`config.mk`:
```
export PLATFORM = sky130hd
export DESIGN_NAME = stageex_mdu
export DESIGN_NICKNAME = d
export VERILOG_FILES = /design/src/rtl/stageex_mdu.sv
export SDC_FILE = /design/constraint.sdc
export NUM_CORES = 2
export LEC_CHECK = 0
export CAP_MARGIN = 20
export CORE_UTILIZATION = 40
export DETAILED_ROUTE_END_ITERATION = 7
export GPL_TIMING_DRIVEN = 0
export SLEW_MARGIN = 40
export SYNTH_ARGS = -nofsm -noshare
export SYNTH_HDL_FRONTEND = slang
export SYNTH_SLANG_ARGS = --single-unit
export TNS_END_PERCENT = 100
```
`constraint.sdc`:
```
create_clock -name i_clk -period 5.2 [get_ports i_clk]
set_input_delay 1.04 -clock i_clk [delete_from_list [all_inputs] [get_ports i_clk]]
set_output_delay 1.04 -clock i_clk [all_outputs]
set_load 0.02 [all_outputs]
```
`src/rtl/stageex_mdu.sv`:
```
// -----------------------------------------------------------------------------
// stageex_mdu -- execute-stage RV32M multiply/divide unit.
//
// Multiplies finish in one cycle through a registered full-width product.
// Divides use an iterative restoring divider that retires DIV_BITS quotient
// bits per cycle. The divide-by-zero and signed-overflow cases finish in one
// cycle. o_busy stalls IF/ID/EX while an operation is being accepted or
// iterated. i_flush aborts whatever is in flight.
//
// Ports:
//   i_clk, i_rst_n            clock (rising edge), async active-low reset
//   i_valid, i_fun3           M-extension instruction present in EX, funct3
//   i_fwd_a_sel, i_fwd_b_sel  operand forwarding selects (01 MEM, 10 WB, else RF)
//   i_rs1_data, i_rs2_data    register-file operands
//   i_fwd_mem_data            MEM-stage forwarding source
//   i_fwd_wb_data             WB-stage forwarding source
//   i_flush                   control-hazard abort
//   o_busy                    stall request (combinational)
//   o_valid                   result valid; the instruction leaves EX
//   o_result                  registered result
// -----------------------------------------------------------------------------
module stageex_mdu #(
    parameter int XLEN     = 32,
    parameter int DIV_BITS = 1
) (
    input  logic            i_clk,
    input  logic            i_rst_n,
    input  logic            i_valid,
    input  logic [2:0]      i_fun3,
    input  logic [1:0]      i_fwd_a_sel,
    input  logic [1:0]      i_fwd_b_sel,
    input  logic [XLEN-1:0] i_rs1_data,
    input  logic [XLEN-1:0] i_rs2_data,
    input  logic [XLEN-1:0] i_fwd_mem_data,
    input  logic [XLEN-1:0] i_fwd_wb_data,
    input  logic            i_flush,
    output logic            o_busy,
    output logic            o_valid,
    output logic [XLEN-1:0] o_result
);

    localparam int N_ITER = XLEN / DIV_BITS;
    localparam int CNT_W  = $clog2(N_ITER + 1);
    localparam logic [CNT_W-1:0] CNT_INIT = CNT_W'(N_ITER);
    localparam logic [CNT_W-1:0] CNT_ONE  = {{(CNT_W-1){1'b0}}, 1'b1};
    localparam logic [CNT_W-1:0] CNT_ZERO = {CNT_W{1'b0}};
    localparam logic [XLEN-1:0]  ZERO_VAL = {XLEN{1'b0}};
    localparam logic [XLEN-1:0]  ONE_VAL  = {{(XLEN-1){1'b0}}, 1'b1};
    localparam logic [XLEN-1:0]  ONES_VAL = {XLEN{1'b1}};
    localparam logic [XLEN-1:0]  MIN_VAL  = {1'b1, {(XLEN-1){1'b0}}};

    typedef enum logic [1:0] {
        ST_IDLE = 2'b00,
        ST_DIV  = 2'b01,
        ST_DONE = 2'b10
    } state_t;

    // Forwarding select: 01 MEM, 10 WB, 00/11 register file.
    function automatic logic [XLEN-1:0] fwd_mux(input logic [1:0] sel,
                                                input logic [XLEN-1:0] rf,
                                                input logic [XLEN-1:0] mem,
                                                input logic [XLEN-1:0] wb);
        case (sel)
            2'b01:   fwd_mux = mem;
            2'b10:   fwd_mux = wb;
            default: fwd_mux = rf;
        endcase
    endfunction

    // Two's-complement negation; MIN maps to itself and is then read as an unsigned magnitude.
    function automatic logic [XLEN-1:0] negate(input logic [XLEN-1:0] x);
        negate = ~x + ONE_VAL;
    endfunction

    // One restoring step: shift the next dividend bit into the partial remainder and subtract if it fits.
    function automatic logic [2*XLEN-1:0] div_step(input logic [XLEN-1:0] rem,
                                                   input logic [XLEN-1:0] quo,
                                                   input logic [XLEN-1:0] dvs);
        logic [XLEN:0]   trial;
        logic [XLEN-1:0] q;
        trial = {rem, quo[XLEN-1]};
        q     = {quo[XLEN-2:0], 1'b0};
        if (trial >= {1'b0, dvs}) begin
            trial = trial - {1'b0, dvs};
            q[0]  = 1'b1;
        end else begin
            q[0]  = 1'b0;
        end
        div_step = {trial[XLEN-1:0], q};
    endfunction

    state_t            state_r, state_nx_s;
    logic [CNT_W-1:0]  cnt_r;
    logic [XLEN-1:0]   rem_r, quo_r, div_r;
    logic              neg_q_r, neg_r_r, sel_rem_r;

    logic [XLEN-1:0]   op_a_s, op_b_s, abs_a_s, abs_b_s;
    logic              accept_s, a_neg_s, b_neg_s, b_zero_s, div_ovf_s, one_cycle_s;
    logic [2*XLEN-1:0] mul_a_s, mul_b_s, prod_s, step_s;
    logic [XLEN-1:0]   fast_res_s, div_res_s, rem_nx_s, quo_nx_s;

    assign op_a_s   = fwd_mux(i_fwd_a_sel, i_rs1_data, i_fwd_mem_data, i_fwd_wb_data);
    assign op_b_s   = fwd_mux(i_fwd_b_sel, i_rs2_data, i_fwd_mem_data, i_fwd_wb_data);
    assign accept_s = (state_r == ST_IDLE) & i_valid & ~i_flush;

    // funct3[0]==0 marks the signed divide ops (DIV, REM).
    assign a_neg_s     = ~i_fun3[0] & op_a_s[XLEN-1];
    assign b_neg_s     = ~i_fun3[0] & op_b_s[XLEN-1];
    assign abs_a_s     = a_neg_s ? negate(op_a_s) : op_a_s;
    assign abs_b_s     = b_neg_s ? negate(op_b_s) : op_b_s;
    assign b_zero_s    = (op_b_s == ZERO_VAL);
    assign div_ovf_s   = ~i_fun3[0] & (op_a_s == MIN_VAL) & (op_b_s == ONES_VAL);
    assign one_cycle_s = ~i_fun3[2] | b_zero_s | div_ovf_s;

    // rs1 is signed for MULH/MULHSU, rs2 only for MULH; the product wraps at 2*XLEN bits.
    assign mul_a_s = {{XLEN{(i_fun3[1] ^ i_fun3[0]) & op_a_s[XLEN-1]}}, op_a_s};
    assign mul_b_s = {{XLEN{~i_fun3[1] & i_fun3[0] & op_b_s[XLEN-1]}}, op_b_s};
    assign prod_s  = mul_a_s * mul_b_s;

    // Result for every operation that completes in the accept cycle.
    always_comb begin
        fast_res_s = ZERO_VAL;
        if (~i_fun3[2]) begin
            fast_res_s = (i_fun3[1:0] == 2'b00) ? prod_s[XLEN-1:0] : prod_s[2*XLEN-1:XLEN];
        end else if (b_zero_s) begin
            fast_res_s = i_fun3[1] ? op_a_s : ONES_VAL;
        end else if (div_ovf_s) begin
            fast_res_s = i_fun3[1] ? ZERO_VAL : MIN_VAL;
        end else begin
            fast_res_s = ZERO_VAL;
        end
    end

    // DIV_BITS restoring steps chained within one cycle.
    always_comb begin
        step_s = {rem_r, quo_r};
        for (int i = 0; i < DIV_BITS; i++) begin
            step_s = div_step(step_s[2*XLEN-1:XLEN], step_s[XLEN-1:0], div_r);
        end
    end

    assign rem_nx_s  = step_s[2*XLEN-1:XLEN];
    assign quo_nx_s  = step_s[XLEN-1:0];
    assign div_res_s = sel_rem_r ? (neg_r_r ? negate(rem_nx_s) : rem_nx_s)
                                 : (neg_q_r ? negate(quo_nx_s) : quo_nx_s);

    // Next-state logic; a flush always returns to IDLE.
    always_comb begin
        state_nx_s = state_r;
        case (state_r)
            ST_IDLE: begin
                if (accept_s) begin
                    state_nx_s = one_cycle_s ? ST_DONE : ST_DIV;
                end else begin
                    state_nx_s = ST_IDLE;
                end
            end
            ST_DIV: begin
                if (cnt_r == CNT_ONE) begin
                    state_nx_s = ST_DONE;
                end else begin
                    state_nx_s = ST_DIV;
                end
            end
            ST_DONE: state_nx_s = ST_IDLE;
            default: state_nx_s = ST_IDLE;
        endcase
        if (i_flush) begin
            state_nx_s = ST_IDLE;
        end else begin
            state_nx_s = state_nx_s;
        end
    end

    // State register.
    always_ff @(posedge i_clk or negedge i_rst_n) begin
        if (!i_rst_n) begin
            state_r <= ST_IDLE;
        end else begin
            state_r <= state_nx_s;
        end
    end

    // Operand capture, divider iteration and result register; a flush only clears the counter.
    always_ff @(posedge i_clk or negedge i_rst_n) begin
        if (!i_rst_n) begin
            cnt_r     <= CNT_ZERO;
            rem_r     <= ZERO_VAL;
            quo_r     <= ZERO_VAL;
            div_r     <= ZERO_VAL;
            neg_q_r   <= 1'b0;
            neg_r_r   <= 1'b0;
            sel_rem_r <= 1'b0;
            o_result  <= ZERO_VAL;
        end else if (i_flush) begin
            cnt_r <= CNT_ZERO;
        end else begin
            case (state_r)
                ST_IDLE: begin
                    if (accept_s && one_cycle_s) begin
                        o_result <= fast_res_s;
                    end else if (accept_s) begin
                        rem_r     <= ZERO_VAL;
                        quo_r     <= abs_a_s;
                        div_r     <= abs_b_s;
                        neg_q_r   <= a_neg_s ^ b_neg_s;
                        neg_r_r   <= a_neg_s;
                        sel_rem_r <= i_fun3[1];
                        cnt_r     <= CNT_INIT;
                    end
                end
                ST_DIV: begin
                    rem_r <= rem_nx_s;
                    quo_r <= quo_nx_s;
                    cnt_r <= cnt_r - CNT_ONE;
                    if (cnt_r == CNT_ONE) begin
                        o_result <= div_res_s;
                    end
                end
                default: begin
                    cnt_r <= cnt_r;
                end
            endcase
        end
    end

    assign o_busy  = i_rst_n & (accept_s | (state_r == ST_DIV));
    // A flush in DONE withdraws the completing result in that same cycle.
    assign o_valid = (state_r == ST_DONE) & ~i_flush;

endmodule

```
==> impl_metrics.toml <==
[sta]
fmax_ghz = 0.0969
hold_violations = 0
finalCriticalPeriod_ps = 10320
finalCritPeriodShare_pct = 198
grt_setup_unrepaired = "true"
finalSetupViolations = 84
skew_ps = 15.4
slew_violations = 0
worst_slack_ps = -5120
timing.hold.ws_ps = 449
tightest_slew_ps = 975
slew_headroom_pct = 34.5

[floorplanning]
die_w_um = 358
die-area_mm2 = 0.128
die_h_um = 358
boundaryPins = 173
rows = 130
floorplan.initialDensity_pct = 40.3
core_region_area_mm2 = 0.126

[detailed_routing]
drt_first_iter_violations = 5569
top_layer = "met5"
routed_wl_um = 264000
detail-route-antenna-nets = 0
drc = 0
vias = 48200
wl_met2_um = 109000
viasPerCell = 5.89
wl_met3_um = 33500
dr.pass1.iters = 8
avgRoutedWirePerCell_um = 32.3
wl_met1_um = 102000

[clock_network]
cts_tree = "yes"
clk_latency_ps = 450
cts_sinks = 139
clock_path_buffers = 2
cts_root_buf = "clkbuf_16"
clkTransAtPathRegs_ps = 70
numCtsBuffers = 17
htreeDepth = 4

[setup_path]
cp.required_ps = 5490
crit_family = "adder cells"
cp-start-kind = "input pin"
path_class = "in2reg"
rr_worst_depth = 24
critPathBufInv = 10
cp_slowest_cell = "fa_2"
cp_common_cell = "fa_1"
regToRegEndpoint = "o_result[18]"
worst_setup_path_end_kind = "flip-flop"
r2r_start = "rem_r[1]"
critPathMaxFanout = 10
cp.arrival_ps = 10610
critPathMaxStageDelay_ps = 600
reg2reg_slack_ps = -1630

[placement]
place_area_mm2 = 0.0557
place.gp.congestion = 1.11
io_buffers = 170
dp_hpwl_um = 216000

[logic_synthesis]
ys_seq_area_share_pct = 6.88
yosysUniqueCellTypes = 92
synthesis.area_mm2 = 0.0506
ys_seq_elements = 139
async_flop_share_pct = 100
ys.flop_type = "dfrtp_1"
synth_edf_count = 0
avgSynthCellArea_um2 = 8.38
syn_nets = 7561
synthCells = 6039
synth_warnings = 0

[status]
outcome = "finished with violations"
violations = "negative setup slack"

[global_route]
grt_pass1_vias = 47500
antenna_found_initial = 13
grt_pass1_wl_um = 363000
grt_max_degree = 69
grtUsageTotal_pct = 41.3
overflow = 0

[hold_path]
hold_class = "in2async"

[finish]
layout-area-overhead-vs-synth_pct = 24.5
mostFrequentLayoutCell = "inv_1"
fin_nets = 8028
final_cell_area_mm2 = 0.0630
final_cell_mix = "1119 x inv_1, 1079 x fa_1, 937 x nand2_1, 543 x nor2_1, 221 x buf_4"
drive_above_1_share_pct = 17.0

[run]
cap_violations = 0
[cells by family after synthesis]
| group | synth area share (%) |
|---|---|
| AOI/OAI and AO/OA | 11.7 |
| buffers and inverters | 11.4 |
| DFF | 6.88 |
| and+or+nand+nor | 15.0 |
| adders and majority gates | 50.9 |
| xor gates and xnor gates | 3.58 |
| muxes | 0.576 |
[metal layers]
metal,up-vias,track usage [%]
met1,24800,54.2
met5,-,0.407
met3,695,14.0
met4,18,23.8
li1,19500,-
met2,3120,59.3
[final cells by class]
class,instances,area (um^2)
clock inverter,14,128
fill,12200,62600
sequential,139,3480
clock buffer,18,439
tap,1650,2060
antenna,7,17.5
inverter,1168,4430
timing repair buffer,465,4590
buffer,334,3440
multi-input combinational,4381,44400
[flip-flops by register name, indices dropped and copies added, names as in the netlist]
register and cells:
div_r 32, cnt_r 6, rem_r 32, sel_rem_r 1, neg_r_r 1, quo_r 32, neg_q_r 1, state_r 2
o_result 32
[how the worst max path moves through the flow]
stage,start,cells past startpoint,end,slack [ps]
finish,i_fwd_a_sel[0],35,o_result[28],-5120
global route,i_fwd_a_sel[0],40,o_result[28],-5160
CTS,i_fwd_a_sel[0],40,o_result[28],-5010
detailed placement,i_fwd_b_sel[1],33,o_result[28],-7850
global placement,i_fwd_a_sel[1],35,o_result[5],-9040
floorplan,i_fwd_a_sel[1],35,o_result[28],-4210
[worst reg2reg max path: cells and delay by family (launching register included)]
family / cells / cell delay [ps]
AO/OA/AOI/OAI: 9 / 2290
buffers and inverters: 6 / 1930
AND/OR/NAND/NOR: 4 / 720
adder cells (fa/ha/maj): 2 / 690
flip-flops: 1 / 460
multiplexers: 2 / 360
XOR/XNOR: 1 / 250
[stage by stage]
| stage | instances | setup TNS (ps) | util [%] | setup slack (ps) |
|---|---|---|---|---|
| after floorplan | 6039 | -119480 | - | -4210 |
| after global placement | 7859 | -1029750 | 43.8 | -9040 |
| after detailed placement | 7879 | -504760 | 44.4 | -7850 |
| after CTS | 8093 | -143750 | 48.9 | -5010 |
| after global routing | 8170 | -151970 | 50.1 | -5160 |
| final | 8176 | -150950 | 50.2 | -5120 |
[cells in the mapped netlist (all sizes together), types with 42 or more instances]
library cell / instances / area share (%)
a211oi: 44 / 0.67
o21ai: 273 / 2.7
buf: 58 / 0.52
xnor2: 149 / 2.6
inv: 1167 / 8.7
nand2: 967 / 7.2
a21oi: 217 / 2.2
nor2: 584 / 4.3
nand3: 42 / 0.42
a21o: 52 / 0.77
dfrtp: 139 / 6.9
a22oi: 61 / 0.91
fa: 1126 / 45
ha: 257 / 6.4
xor2: 58 / 1.0
o21a: 72 / 1.1
clkbuf: 293 / 2.2
[timing repair]
item | CTS | global route
gates cloned | 7 | 0
resized for setup | 817 | 283
hold buffers | 0 | 0
setup endpoints to repair | 139 | 123
pin swaps | 179 | 191
buffers inserted | 186 | 90
Power is not shown: default switching activity piles up to over one toggle a cycle in this logic, so the estimate is an artifact.
